### src/rtl/alu_decode_stage.sv
// Decode/operand-fetch stage: decodes 16-bit instructions into registered ALU
// operands and select lines, and owns the register file and carry flag writeback.
module alu_decode_stage (
  input  logic        clk,
  input  logic        rst_n,
  input  logic        in_valid,
  input  logic [15:0] in_instr,
  output logic        in_ready,
  output logic        ex_valid,
  input  logic        ex_ready,
  output logic [7:0]  ex_a,
  output logic [7:0]  ex_b,
  output logic [4:0]  ex_s,
  output logic [1:0]  ex_rd,
  output logic        ex_we,
  output logic        ex_fwe,
  input  logic        wb_en,
  input  logic [1:0]  wb_rd,
  input  logic [7:0]  wb_data,
  input  logic        wb_fen,
  input  logic        wb_cout,
  output logic        halted,
  output logic        illegal
);

  logic [7:0] rf_reg [4];
  logic [7:0] rf_view [4];
  logic       c_reg;
  logic       c_view;

  logic       ex_valid_reg;
  logic [7:0] ex_a_reg, ex_b_reg;
  logic [4:0] ex_s_reg;
  logic [1:0] ex_rd_reg;
  logic       ex_we_reg, ex_fwe_reg;
  logic       halted_reg, illegal_reg;

  logic [3:0] opcode;
  logic [1:0] rd_f, rs_f;
  logic [7:0] imm;
  logic [7:0] rd_val, rs_val;

  logic [7:0] dec_a, dec_b;
  logic [4:0] dec_s;
  logic [1:0] dec_rd;
  logic       dec_we, dec_fwe, dec_halt, dec_illegal, dec_op;
  logic       accept;

  // Same-cycle writeback is visible to the operand mux before the register updates.
  for (genvar gi = 0; gi < 4; gi++) begin : g_bypass
    assign rf_view[gi] = (wb_en && wb_rd == 2'(gi)) ? wb_data : rf_reg[gi];
  end
  assign c_view = wb_fen ? wb_cout : c_reg;

  assign opcode = in_instr[15:12];
  assign rd_f   = in_instr[11:10];
  assign rs_f   = in_instr[9:8];
  assign imm    = in_instr[7:0];
  assign rd_val = rf_view[rd_f];
  assign rs_val = rf_view[rs_f];

  assign in_ready = !halted_reg && (!ex_valid_reg || ex_ready);
  assign accept   = in_valid && in_ready;

  always_comb begin
    dec_a       = 8'h00;
    dec_b       = 8'h00;
    dec_s       = 5'b00000;
    dec_rd      = 2'd0;
    dec_we      = 1'b0;
    dec_fwe     = 1'b0;
    dec_halt    = 1'b0;
    dec_illegal = 1'b0;
    dec_op      = 1'b1;
    case (opcode)
      4'h0: dec_op = 1'b0;
      4'h1: begin dec_a = rd_val; dec_b = rs_val; dec_s = 5'b00000; dec_fwe = 1'b1; end
      4'h2: begin dec_a = rd_val; dec_b = rs_val; dec_s = 5'b01100; dec_fwe = 1'b1; end
      4'h3: begin dec_a = rd_val; dec_b = rs_val; dec_s = 5'b00001; end
      4'h4: begin dec_a = rd_val; dec_b = 8'h00;  dec_s = 5'b10100; dec_fwe = 1'b1; end
      4'h5: begin dec_a = rd_val; dec_b = rs_val; dec_s = 5'b00011; end
      4'h6: begin dec_a = rd_val; dec_b = imm;    dec_s = 5'b00011; end
      4'h7: begin dec_a = rd_val; dec_b = imm;    dec_s = 5'b00000; dec_fwe = 1'b1; end
      4'h8: begin dec_a = rd_val; dec_b = rs_val; dec_s = {2'b00, c_view, 2'b00}; dec_fwe = 1'b1; end
      4'hF: begin dec_op = 1'b0; dec_halt = 1'b1; end
      default: begin dec_op = 1'b0; dec_illegal = 1'b1; end
    endcase
    if (dec_op) begin
      dec_we = 1'b1;
      dec_rd = rd_f;
    end
  end

  // Writeback keeps running after halt; only the front end stops.
  always_ff @(posedge clk or negedge rst_n) begin
    if (!rst_n) begin
      for (int i = 0; i < 4; i++) rf_reg[i] <= 8'h00;
      c_reg <= 1'b0;
    end else begin
      if (wb_en) rf_reg[wb_rd] <= wb_data;
      if (wb_fen) c_reg <= wb_cout;
    end
  end

  always_ff @(posedge clk or negedge rst_n) begin
    if (!rst_n) begin
      ex_valid_reg <= 1'b0;
      ex_a_reg     <= 8'h00;
      ex_b_reg     <= 8'h00;
      ex_s_reg     <= 5'b00000;
      ex_rd_reg    <= 2'd0;
      ex_we_reg    <= 1'b0;
      ex_fwe_reg   <= 1'b0;
      halted_reg   <= 1'b0;
      illegal_reg  <= 1'b0;
    end else begin
      illegal_reg <= accept && dec_illegal;
      if (accept) begin
        ex_valid_reg <= 1'b1;
        ex_a_reg     <= dec_a;
        ex_b_reg     <= dec_b;
        ex_s_reg     <= dec_s;
        ex_rd_reg    <= dec_rd;
        ex_we_reg    <= dec_we;
        ex_fwe_reg   <= dec_fwe;
        if (dec_halt) halted_reg <= 1'b1;
      end else if (ex_ready) begin
        ex_valid_reg <= 1'b0;
      end
    end
  end

  assign ex_valid = ex_valid_reg;
  assign ex_a     = ex_a_reg;
  assign ex_b     = ex_b_reg;
  assign ex_s     = ex_s_reg;
  assign ex_rd    = ex_rd_reg;
  assign ex_we    = ex_we_reg;
  assign ex_fwe   = ex_fwe_reg;
  assign halted   = halted_reg;
  assign illegal  = illegal_reg;

endmodule
### config.mk
export PLATFORM = sky130hd
export DESIGN_NAME = alu_decode_stage
export DESIGN_NICKNAME = d
export VERILOG_FILES = /design/src/rtl/alu_decode_stage.sv
export SDC_FILE = /design/constraint.sdc
export NUM_CORES = 1
export LEC_CHECK = 0
export ABC_AREA = 1
export ABC_CLOCK_PERIOD_IN_PS = 2800
export CORE_MARGIN = 4
export CORE_UTILIZATION = 45
export DETAILED_ROUTE_END_ITERATION = 12
export PLACE_DENSITY = 0.68
export SYNTH_ARGS = -nofsm -noshare
export SYNTH_HDL_FRONTEND = slang
export SYNTH_SLANG_ARGS = --single-unit
export TNS_END_PERCENT = 20
### constraint.sdc
create_clock -name clk -period 2.8 [get_ports clk]
set_clock_uncertainty 0.05 [all_clocks]
set_input_delay 0.28 -clock clk [delete_from_list [all_inputs] [get_ports clk]]
set_output_delay 0.28 -clock clk [all_outputs]
set_load 0.01 [all_outputs]
-- Word-level counts from Yosys, hierarchy flattened
Index checks and enable logic that the tools add are counted.
- $add $sub $neg: 0
- multiply operators: 0
- div/mod/pow operators: 0
- $lt $le $gt $ge: 4
- equal/unequal tests: 12
- shift operators: 0
- mux-type cells: 25
- bitwise operators: 3
- reduce and logical (&&, ||, !) cells: 21
- operators with widths (operator ; number):
    $mux 8 ; 10
    $bmux 8 s2 ; 2
    $bwmux 32 ; 1
    $pmux 5 s5 ; 1
    $demux 8 s2 ; 1
    $eq 4x3->1 const B ; 4
    $pmux 8 s2 ; 1
    $reduce_or 10->1 ; 1
    $reduce_or 5->1 ; 2
    $ge 3x3->1 const B ; 3
    $not 2->3 ; 3
    $eq 4x2->1 const B ; 2
    $eq 4x4->1 const B ; 2
    $logic_and 1x1->1 ; 8
    $mux 1 ; 8
    $reduce_or 8->1 ; 1
    $eq 2x2->1 const B ; 2
    $eq 4x1->1 const B ; 1
    $logic_not 4->1 ; 1
    $reduce_or 2->1 ; 2
    $lt 3x1->1 const B ; 1
    $eq 2x1->1 const B ; 1
    $logic_not 1->1 ; 2
    $logic_not 2->1 ; 1
    other kinds (4) ; 4
- flip-flop bits (word level): 61
- bits in latches: 0
- bits in writable memories: 0
- memory bits (read-only): 0
- bits of input ports: 33
- output and inout bits: 29
- logic and storage cells: 79
- memories kept: 0

-- Logic depth before layout (Yosys ltp)
Gate-level depths: netlist (run 1).
- depth after elaboration: 7
- depth in mapped cells: 9
- mapped depth without buffers: 9

-- Worst setup path after synthesis (run 1)
Ideal clock, no wire load.
- path kind: register -> register
- start point: register ex_valid_reg (netlist: ex_valid)
- end point: register ex_b_reg[6] (netlist: ex_b[6])
- library setup time: 122 ps
- arrival: 1285 ps
- required time: 2628 ps
- slack: 1342 ps
- cell stages (with the launch flop): 9
- buffers on the path: 2
- period minus slack after synthesis: 1458 ps
- cells stage by stage: dfrtp_1 -> inv_1 -> nor2_1 -> nor2_1 -> nand2_1 -> buf_2 -> buf_2 -> a21oi_1 -> a21oi_1
- longest elaborated chain between the ends: 4
- RTL lines (what ; line ; RTL):
    start: declaration ; 31 ; logic ex_valid_reg;
    start signal: assignment ; 107 ; ex_valid_reg <= 1'b0;
    start signal: assignment ; 119 ; ex_valid_reg <= 1'b1;
    start signal: assignment ; 128 ; ex_valid_reg <= 1'b0;
    $logic_not 1->1 ; 62 ; assign in_ready = !halted_reg && (!ex_valid_reg || ex_ready);
    $logic_or 1x1->1 ; 62 ;
    $logic_and 1x1->1 ; 62 ;
    via in_ready ; 8 ; output logic in_ready,
    $logic_and 1x1->1 ; 63 ; assign accept = in_valid && in_ready;
    end signal: assignment ; 109 ; ex_b_reg <= 8'h00;
    end signal: assignment ; 121 ; ex_b_reg <= dec_b;
    end: declaration ; 32 ; logic [7:0] ex_a_reg, ex_b_reg;
The timed path passes the listed nets, and every way through them passes these cells.
A chain may end at the register's enable or synchronous reset.

-- Worst setup path in the final report (run 1)
- start point: input wb_en
- end point: register ex_a_reg[2] (netlist: ex_a[2])
- longest elaborated chain between the ends: 6
- elaborated cells between the ends (all ways): 12
- those cells by class: mux (8); reduce/logical (4)
- RTL lines (what ; line ; RTL):
    start: declaration ; 17 ; input logic wb_en,
    $logic_and 1x1->1 ; 51 ; assign rf_view[gi] = (wb_en && wb_rd == 2'(gi)) ? wb_data : rf_reg[gi];
    $mux 8 ; 51 ;
    $bmux 8 s2 (*) ; 59 ; assign rd_val = rf_view[rd_f];
    $mux 8 (implied by the code) (*) (2 in series) ; 59 ;
    $mux 8 (*) ; 75 ; case (opcode)
    end signal: assignment ; 108 ; ex_a_reg <= 8'h00;
    end signal: assignment ; 120 ; ex_a_reg <= dec_a;
    end: declaration ; 32 ;
Every way passes the cells marked *; elsewhere a longest branch is shown, timed or not. The select of a mux whose other input is x is not followed.

==> impl_metrics.py, run 1 <==
metrics = {
    "setup_path": {
        "crit_top_cell": "nand2_1",
        "cp_max_fo": 29,
        "path_cells": "clkdlybuf4s50_1 > buf_4 > nand2_1 > nor2_4 > nand2_1 > and2_1 > nand2_1 > nand3_1 > nand3_1 > nand2_1",
        "cpPeakStageDelay_ns": 0.46,
        "r2r-end": "ex_a[7]$_DFFE_PN0P_",
        "required_ns": 2.98,
        "cp-startpoint": "wb_en",
        "rrSetupSlack_ns": 0.95,
        "critical_path_class": "in2reg",
        "r2r_start": "ex_valid$_DFFE_PN0P_",
        "cp_slowest_cell": "clkdlybuf4s50_1",
        "end_kind": "flop",
        "worst-path-buf-inv": 2,
        "endpoint": "ex_a[2]$_DFFE_PN0P_",
        "critPathLaunchType": "input port",
        "worst-path-stages": 10,
        "r2r_cells": 9,
        "critical_path.top_delay_family": "simple AND/OR/NAND/NOR gates",
        "cp.arrival_ns": 2.09,
    },
    "yosys": {
        "synth_cell_type_count": 28,
        "synthFlopType": "dfrtp_1",
        "synth_area_um2": 3427,
        "synth_area_leaders": "dfrtp_1 (45%), nand3_1 (13%), nand2_1 (12%), inv_1 (6.6%), and2_1 (3.3%)",
        "ys_top_cells_by_count": "nand2_1 (106), nand3_1 (92), dfrtp_1 (61), inv_1 (60)",
        "synth.largest_area_cell": "dfrtp_1",
        "syn_inst": 444,
        "synth.avg_cell_area_um2": 7.719,
        "yosys.cell_count.top_type": "nand2_1",
        "synth-warning-count": 0,
        "synth_edf_count": 0,
        "netlist.area_leader.share_pct": 44.54,
        "ys_seq_area_share_pct": 44.54,
        "ys_ff_latch": 61,
        "syn-num-nets": 477,
        "async_reset_ff_share_pct": 100.0,
    },
    "place": {
        "placed_cell_area_um2": 4130,
        "place.gp.congestion": 0.9623,
        "hpwlAfterDp_um": 7072,
        "io_buffers": 61,
    },
    "global_routing": {
        "grt_max_degree": 33,
        "grt_pass1_wl_um": 15940,
        "use_met2_pct": 32.83,
        "top_usage_layer": "met1",
        "antenna_found_initial": 0,
        "track_usage_pct": 23.17,
        "grtUsageMet1_pct": 34.21,
        "grtUsageMet3_pct": 4.104,
        "grt_pass1_vias": 3164,
        "grt_overflow": 0,
    },
    "timing": {
        "setup_viol": 0,
        "timing.fmax_mhz": 523.9,
        "slew_viol_final": 0,
        "worstMarginPinSlew_ns": 0.7208,
        "layout_min_cycle_time_ns": 1.909,
        "period_share_pct": 68.16,
        "hold_viol": 0,
        "rsz0062_at_grt": "no",
        "relSlewSlack_pct": 51.94,
        "tns_ns": 0,
    },
    "finish": {
        "drive_above_1_share_pct": 11.65,
        "nets": 543,
        "n_antenna_cell": 0,
        "fillers": 662,
        "largest_reg_flops": 32,
        "stdcell_area_um2": 4332,
        "layout-area-overhead-vs-synth_pct": 26.40,
    },
    "clocking": {
        "htree_levels": 3,
        "clock-sinks": 61,
        "hold_buffers": 1,
        "numCtsBuffers": 9,
        "cts_tree": "built",
        "cts_setup_buffers": 0,
        "cts_resized": 0,
        "clk_pin_slew_ns": 0.07,
        "cts_buffer_depth": 2,
        "insertion_delay_ns": 0.34,
        "cts_root_buf": "clkbuf_8",
    },
    "routing": {
        "antenna_left": 0,
        "dr_total_vias": 3248,
        "routed_wl_um": 9716,
        "viasPerCell": 5.290,
        "first_pass_iters": 6,
        "drt-wirelength-per-cell_um": 15.82,
        "dr.first_iter.drc_count": 338,
        "drc": 0,
    },
    "floorplanning": {
        "core_um2": 7331,
        "initial_core_util_pct": 46.75,
        "die_w_um": 95.27,
        "fp.dieArea_um2": 9075,
        "row_count": 31,
        "num_io_pins": 62,
        "die_y_um": 95.27,
    },
    "run_status": {
        "status": "finished, final reports clean",
    },
    "flow_run": {
        "maxCapViolCount": 0,
    },
    "pwr": {
        "max-vdd-ir-drop_v": 0.0005056,
        "cellPowerDensity_nw_per_um2": 723.1,
        "p_leak_nw": 2.148,
    },
    "hold_path": {
        "whs_path_depth": 2,
        "hold_path_class": "reg2reg",
    },
}
## worst min path at each step
stage	from	end	slack, ns
2_1_floorplan	rst_n	c_reg$_DFF_PN0_	-0.07
3_3_place_gp	rst_n	rf_reg[19]$_DFFE_PN0P_	0.33
3_5_place_dp	rst_n	rf_reg[19]$_DFFE_PN0P_	0.33
4_1_cts	ex_rd[1]$_DFFE_PN0P_	ex_rd[1]$_DFFE_PN0P_	0.44
5_1_grt	ex_s[3]$_DFFE_PN0P_	ex_s[3]$_DFFE_PN0P_	0.46
6_report	ex_rd[1]$_DFFE_PN0P_	ex_rd[1]$_DFFE_PN0P_	0.44
## through the flow
step	utilization [%]	setup WS, ns	hold slack [ns]	total power, W	cells
4_1_cts	59.09	0.9346	0.4437	0.003152	614
2_1_floorplan	-	1.342	-0.06559	0.001818	444
6_report	59.09	0.8914	0.4381	0.003132	614
3_5_place_dp	56.34	0.5834	0.3294	0.002362	597
3_3_place_gp	56.34	0.6196	0.3252	0.002351	597
5_1_grt	59.09	0.7423	0.4643	0.003338	614
## cell families after synthesis
logic type	share of synthesized area [%]
compound gates	4.491
buf+inv	10.44
flops	44.54
mux	0.3286
simple gates	40.20
## worst reg2reg max path, stage by stage, from the launching register on
cell     delay, ns
dfrtp_1       0.38
inv_1         0.07
nor2_1        0.04
nor2_1        0.12
nand2_1       0.08
inv_1         0.31
nand2_1       0.22
inv_1         0.29
nand3_1       0.16
nand2_1       0.08
## area by class of cell
cell class,count,area [µm²],area share (%)
repair buffers,73,710.7,16.41
well taps,99,123.9,2.860
inverters,63,236.5,5.459
flip-flops and latches,61,1526,35.24
clock inverters,5,50.05,1.155
clock buffers,11,141.4,3.264
multi-input cells,302,1543,35.62
## power breakdown
| group | switching [W] | internal, W |
|---|---|---|
| registers | 0.000113 | 0.00111 |
| logic | 0.000547 | 0.000580 |
| clock network | 0.000350 | 0.000429 |
## per-layer routing
layer  part of all wire [%]  vias up  routed length [µm]
li1                       -     1564                   -
met1                     45     1498                4372
met2                     44      167                4258
met3                    9.0       19                 870
met4                    2.2        0                 214
met5                      0        -                   0
## cell usage in the layout, fill, tap and decap left out
master,instances
nor2_4,2
a31o_2,1
buf_4,10
nand3_4,3
clkinv_2,4
and2_4,8
o21ai_0,6
clkbuf_8,10
nor2_2,2
mux2_2,1
and2_1,18
clkinv_1,2
buf_12,1
dlygate4sd3_1,1
nand4_1,18
inv_2,1
nor3_1,1
nand2_2,1
buf_2,1
nor2_1,8
bufinv_16,1
or2_2,8
and2_2,6
nand2_1,106
nand3_1,92
a21oi_1,18
a2bb2oi_1,2
o21a_1,1
dfrtp_1,61
clkbuf_1,1
clkdlybuf4s50_1,60
inv_1,60
Power figures use the tool's default switching activity.
==> run 2: changes to the inputs <==
--- a/config.mk
+++ b/config.mk
@@ -6,11 +6,11 @@
 export NUM_CORES = 1
 export LEC_CHECK = 0
 export ABC_AREA = 1
-export ABC_CLOCK_PERIOD_IN_PS = 2800
+export ABC_CLOCK_PERIOD_IN_PS = 1700
 export CORE_MARGIN = 4
 export CORE_UTILIZATION = 45
 export DETAILED_ROUTE_END_ITERATION = 12
-export PLACE_DENSITY = 0.68
+export PLACE_DENSITY = 0.71
 export SYNTH_ARGS = -nofsm -noshare
 export SYNTH_HDL_FRONTEND = slang
 export SYNTH_SLANG_ARGS = --single-unit
==> constraint.sdc (replaced) <==
create_clock -name clk -period 1.7 [get_ports clk]
set_clock_uncertainty 0.05 [all_clocks]
set_input_delay 0.17 -clock clk [delete_from_list [all_inputs] [get_ports clk]]
set_output_delay 0.17 -clock clk [all_outputs]
set_load 0.01 [all_outputs]
==> run 2 against run 1 <==
Against the previous run: first-iteration DRC count rose by 7.1%; cell area rose by 4.2%; sequential share of layout area fell by 1.4 points; die area did not move; combinational power rose by 70%; clock power rose by 110%; sequential power rose by 64%; register-to-register slack got worse by 0.74 ns; non-clock buffer count rose by 15; setup slack got worse by 0.73 ns; clock-buffer cell count did not move.
==> impl_metrics.py, run 2 (synthesis gave the netlist of run 1 again) <==
metrics = {
    "run_status": {
        "status": "finished, final reports clean",
    },
    "routing": {
        "drt-wirelength-per-cell_um": 15.17,
        "antenna_left": 0,
        "dr_total_vias": 3269,
        "dr.first_iter.drc_count": 362,
        "drc": 0,
        "routed_wl_um": 9539,
        "viasPerCell": 5.197,
        "first_pass_iters": 5,
    },
    "global_routing": {
        "antenna_found_initial": 0,
        "grt_pass1_vias": 3238,
        "use_met2_pct": 35.39,
        "grt_max_degree": 62,
        "top_usage_layer": "met2",
        "grtUsageMet1_pct": 30.15,
        "grt_overflow": 0,
        "track_usage_pct": 22.36,
        "grt_pass1_wl_um": 15370,
        "grtUsageMet3_pct": 5.367,
    },
    "floorplanning": {
        "num_io_pins": 62,
        "core_um2": 7331,
        "initial_core_util_pct": 46.75,
        "row_count": 31,
        "die_w_um": 95.27,
        "die_y_um": 95.27,
        "fp.dieArea_um2": 9075,
    },
    "pwr": {
        "p_leak_nw": 2.249,
        "cellPowerDensity_nw_per_um2": 1233,
        "p_clk_share_pct": 29.2,
        "max-vdd-ir-drop_v": 0.0007226,
        "p_switching_w": 0.001711,
        "intPower_w": 0.003853,
        "switching_share_pct": 30.76,
        "pwr-share-comb_pct": 34.5,
        "seq_power_share_pct": 36.3,
    },
    "clocking": {
        "htree_levels": 3,
        "clk_pin_slew_ns": 0.07,
        "cts_root_buf": "clkbuf_8",
        "insertion_delay_ns": 0.35,
        "cts_tree": "built",
        "cts_buffer_depth": 2,
        "clock-sinks": 61,
        "numCtsBuffers": 9,
    },
    "finish": {
        "final_cells": 629,
        "utilization_pct": 61.56,
        "n_antenna_cell": 0,
        "layout-area-overhead-vs-synth_pct": 31.69,
        "final_cell_mix": "nand2_1 (106), nand3_1 (92), dfrtp_1 (61)",
        "largest_reg_flops": 32,
        "final_common_cell": "nand2_1",
        "drive_above_1_share_pct": 14.15,
        "nets": 558,
        "fillers": 652,
    },
    "place": {
        "hpwlAfterDp_um": 7074,
        "post-place-cells": 612,
        "io_buffers": 61,
        "place.gp.congestion": 0.9315,
    },
    "flow_run": {
        "maxCapViolCount": 0,
    },
    "setup_path": {
        "end_kind": "flop",
        "cp_max_fo": 9,
        "r2r_start": "ex_valid$_DFFE_PN0P_",
        "r2r-end": "ex_a[1]$_DFFE_PN0P_",
        "critical_path_class": "in2reg",
        "r2r_cells": 9,
        "cp.arrival_ns": 1.78,
        "critPathLaunchType": "input port",
        "rrSetupSlack_ns": 0.21,
        "required_ns": 1.94,
    },
    "timing": {
        "timing.fmax_mhz": 648.9,
        "whs_ns": 0.3011,
        "layout_min_cycle_time_ns": 1.541,
        "slew_viol_final": 0,
        "hold_viol": 0,
        "worstMarginPinSlew_ns": 0.5222,
        "rsz0062_at_grt": "no",
        "relSlewSlack_pct": 65.15,
        "period_share_pct": 90.65,
        "setup_viol": 0,
    },
    "hold_path": {
        "hold_path_class": "in2async",
    },
}
==> run 2: changes by cell type in the layout (fill, tap and decap cells not counted) <==
cell / delta
clkinv_4: +2
dlygate4sd2_1: +1
buf_12: +1
clkdlybuf4s50_1: -1
clkinv_2: -4
bufinv_16: +2
buf_4: +14
==> run 2: stage by stage <==
step,setup WS [ns],power (W),TNS (ns),area [µm²]
4_1_cts,0.1699,0.005597,0,4513
5_1_grt,0.05100,0.005878,0,4513
3_5_place_dp,-0.1402,0.003966,-1.655,4255
3_3_place_gp,-0.1459,0.003936,-1.594,4255
6_report,0.1590,0.005564,0,4513
2_1_floorplan,0.2425,0.002994,0,3427
==> run 2: cell type report <==
cell class              count  area, µm²  area share, %
multi-input cells         302       1543          34.18
flip-flops and latches     61       1526          33.82
repair buffers             88      834.6          18.49
inverters                  63      236.5          5.240
clock buffers              11      141.4          3.133
well taps                  99      123.9          2.745
clock inverters             5      107.6          2.384
==> run 2: power by group through the flow <==
stage	clock [W]	combinational, W	sequential, W
global route	0.00171	0.00211	0.00206
detailed placement	0	0.00192	0.00205
finish	0.00162	0.00192	0.00202
floorplan	0	0.000860	0.00213
global placement	0	0.00189	0.00204
CTS	0.00164	0.00193	0.00203
==> run 2: worst max-delay path by stage <==
| stage | start | end | slack, ns | cells after the start |
|---|---|---|---|---|
| after floorplan | ex_valid$_DFFE_PN0P_ | ex_b[6]$_DFFE_PN0P_ | 0.24 | 8 |
| after global placement | wb_rd[0] | ex_a[6]$_DFFE_PN0P_ | -0.15 | 9 |
| after detailed placement | wb_rd[0] | ex_a[5]$_DFFE_PN0P_ | -0.14 | 9 |
| after CTS | halted$_DFFE_PN0P_ | halted | 0.17 | 1 |
| after global routing | wb_rd[1] | ex_a[7]$_DFFE_PN0P_ | 0.05 | 9 |
| final | wb_rd[1] | ex_a[5]$_DFFE_PN0P_ | 0.16 | 9 |
==> run 2: critical path: stages <==
cell and delay [ns]:
clkdlybuf4s50_1 0.51, nor2_4 0.27, nand2_2 0.17, nand2_1 0.12
and2_1 0.16, nand2_1 0.06, nand3_1 0.14, nand3_1 0.11
nand2_1 0.07
==> run 2: per-layer routing <==
| layer | routed length (µm) | vias up |
|---|---|---|
| li1 | - | 1591 |
| met3 | 694 | 15 |
| met4 | 136 | 0 |
| met1 | 4158 | 1529 |
| met2 | 4549 | 134 |
| met5 | 0 | - |
==> run 2: repair_timing <==
action                     4_1_cts  5_1_grt
setup endpoints to repair        1        0
gates resized for setup          1        0
hold endpoints to repair        61        0
setup buffers                    0        0
hold buffers                     1        0
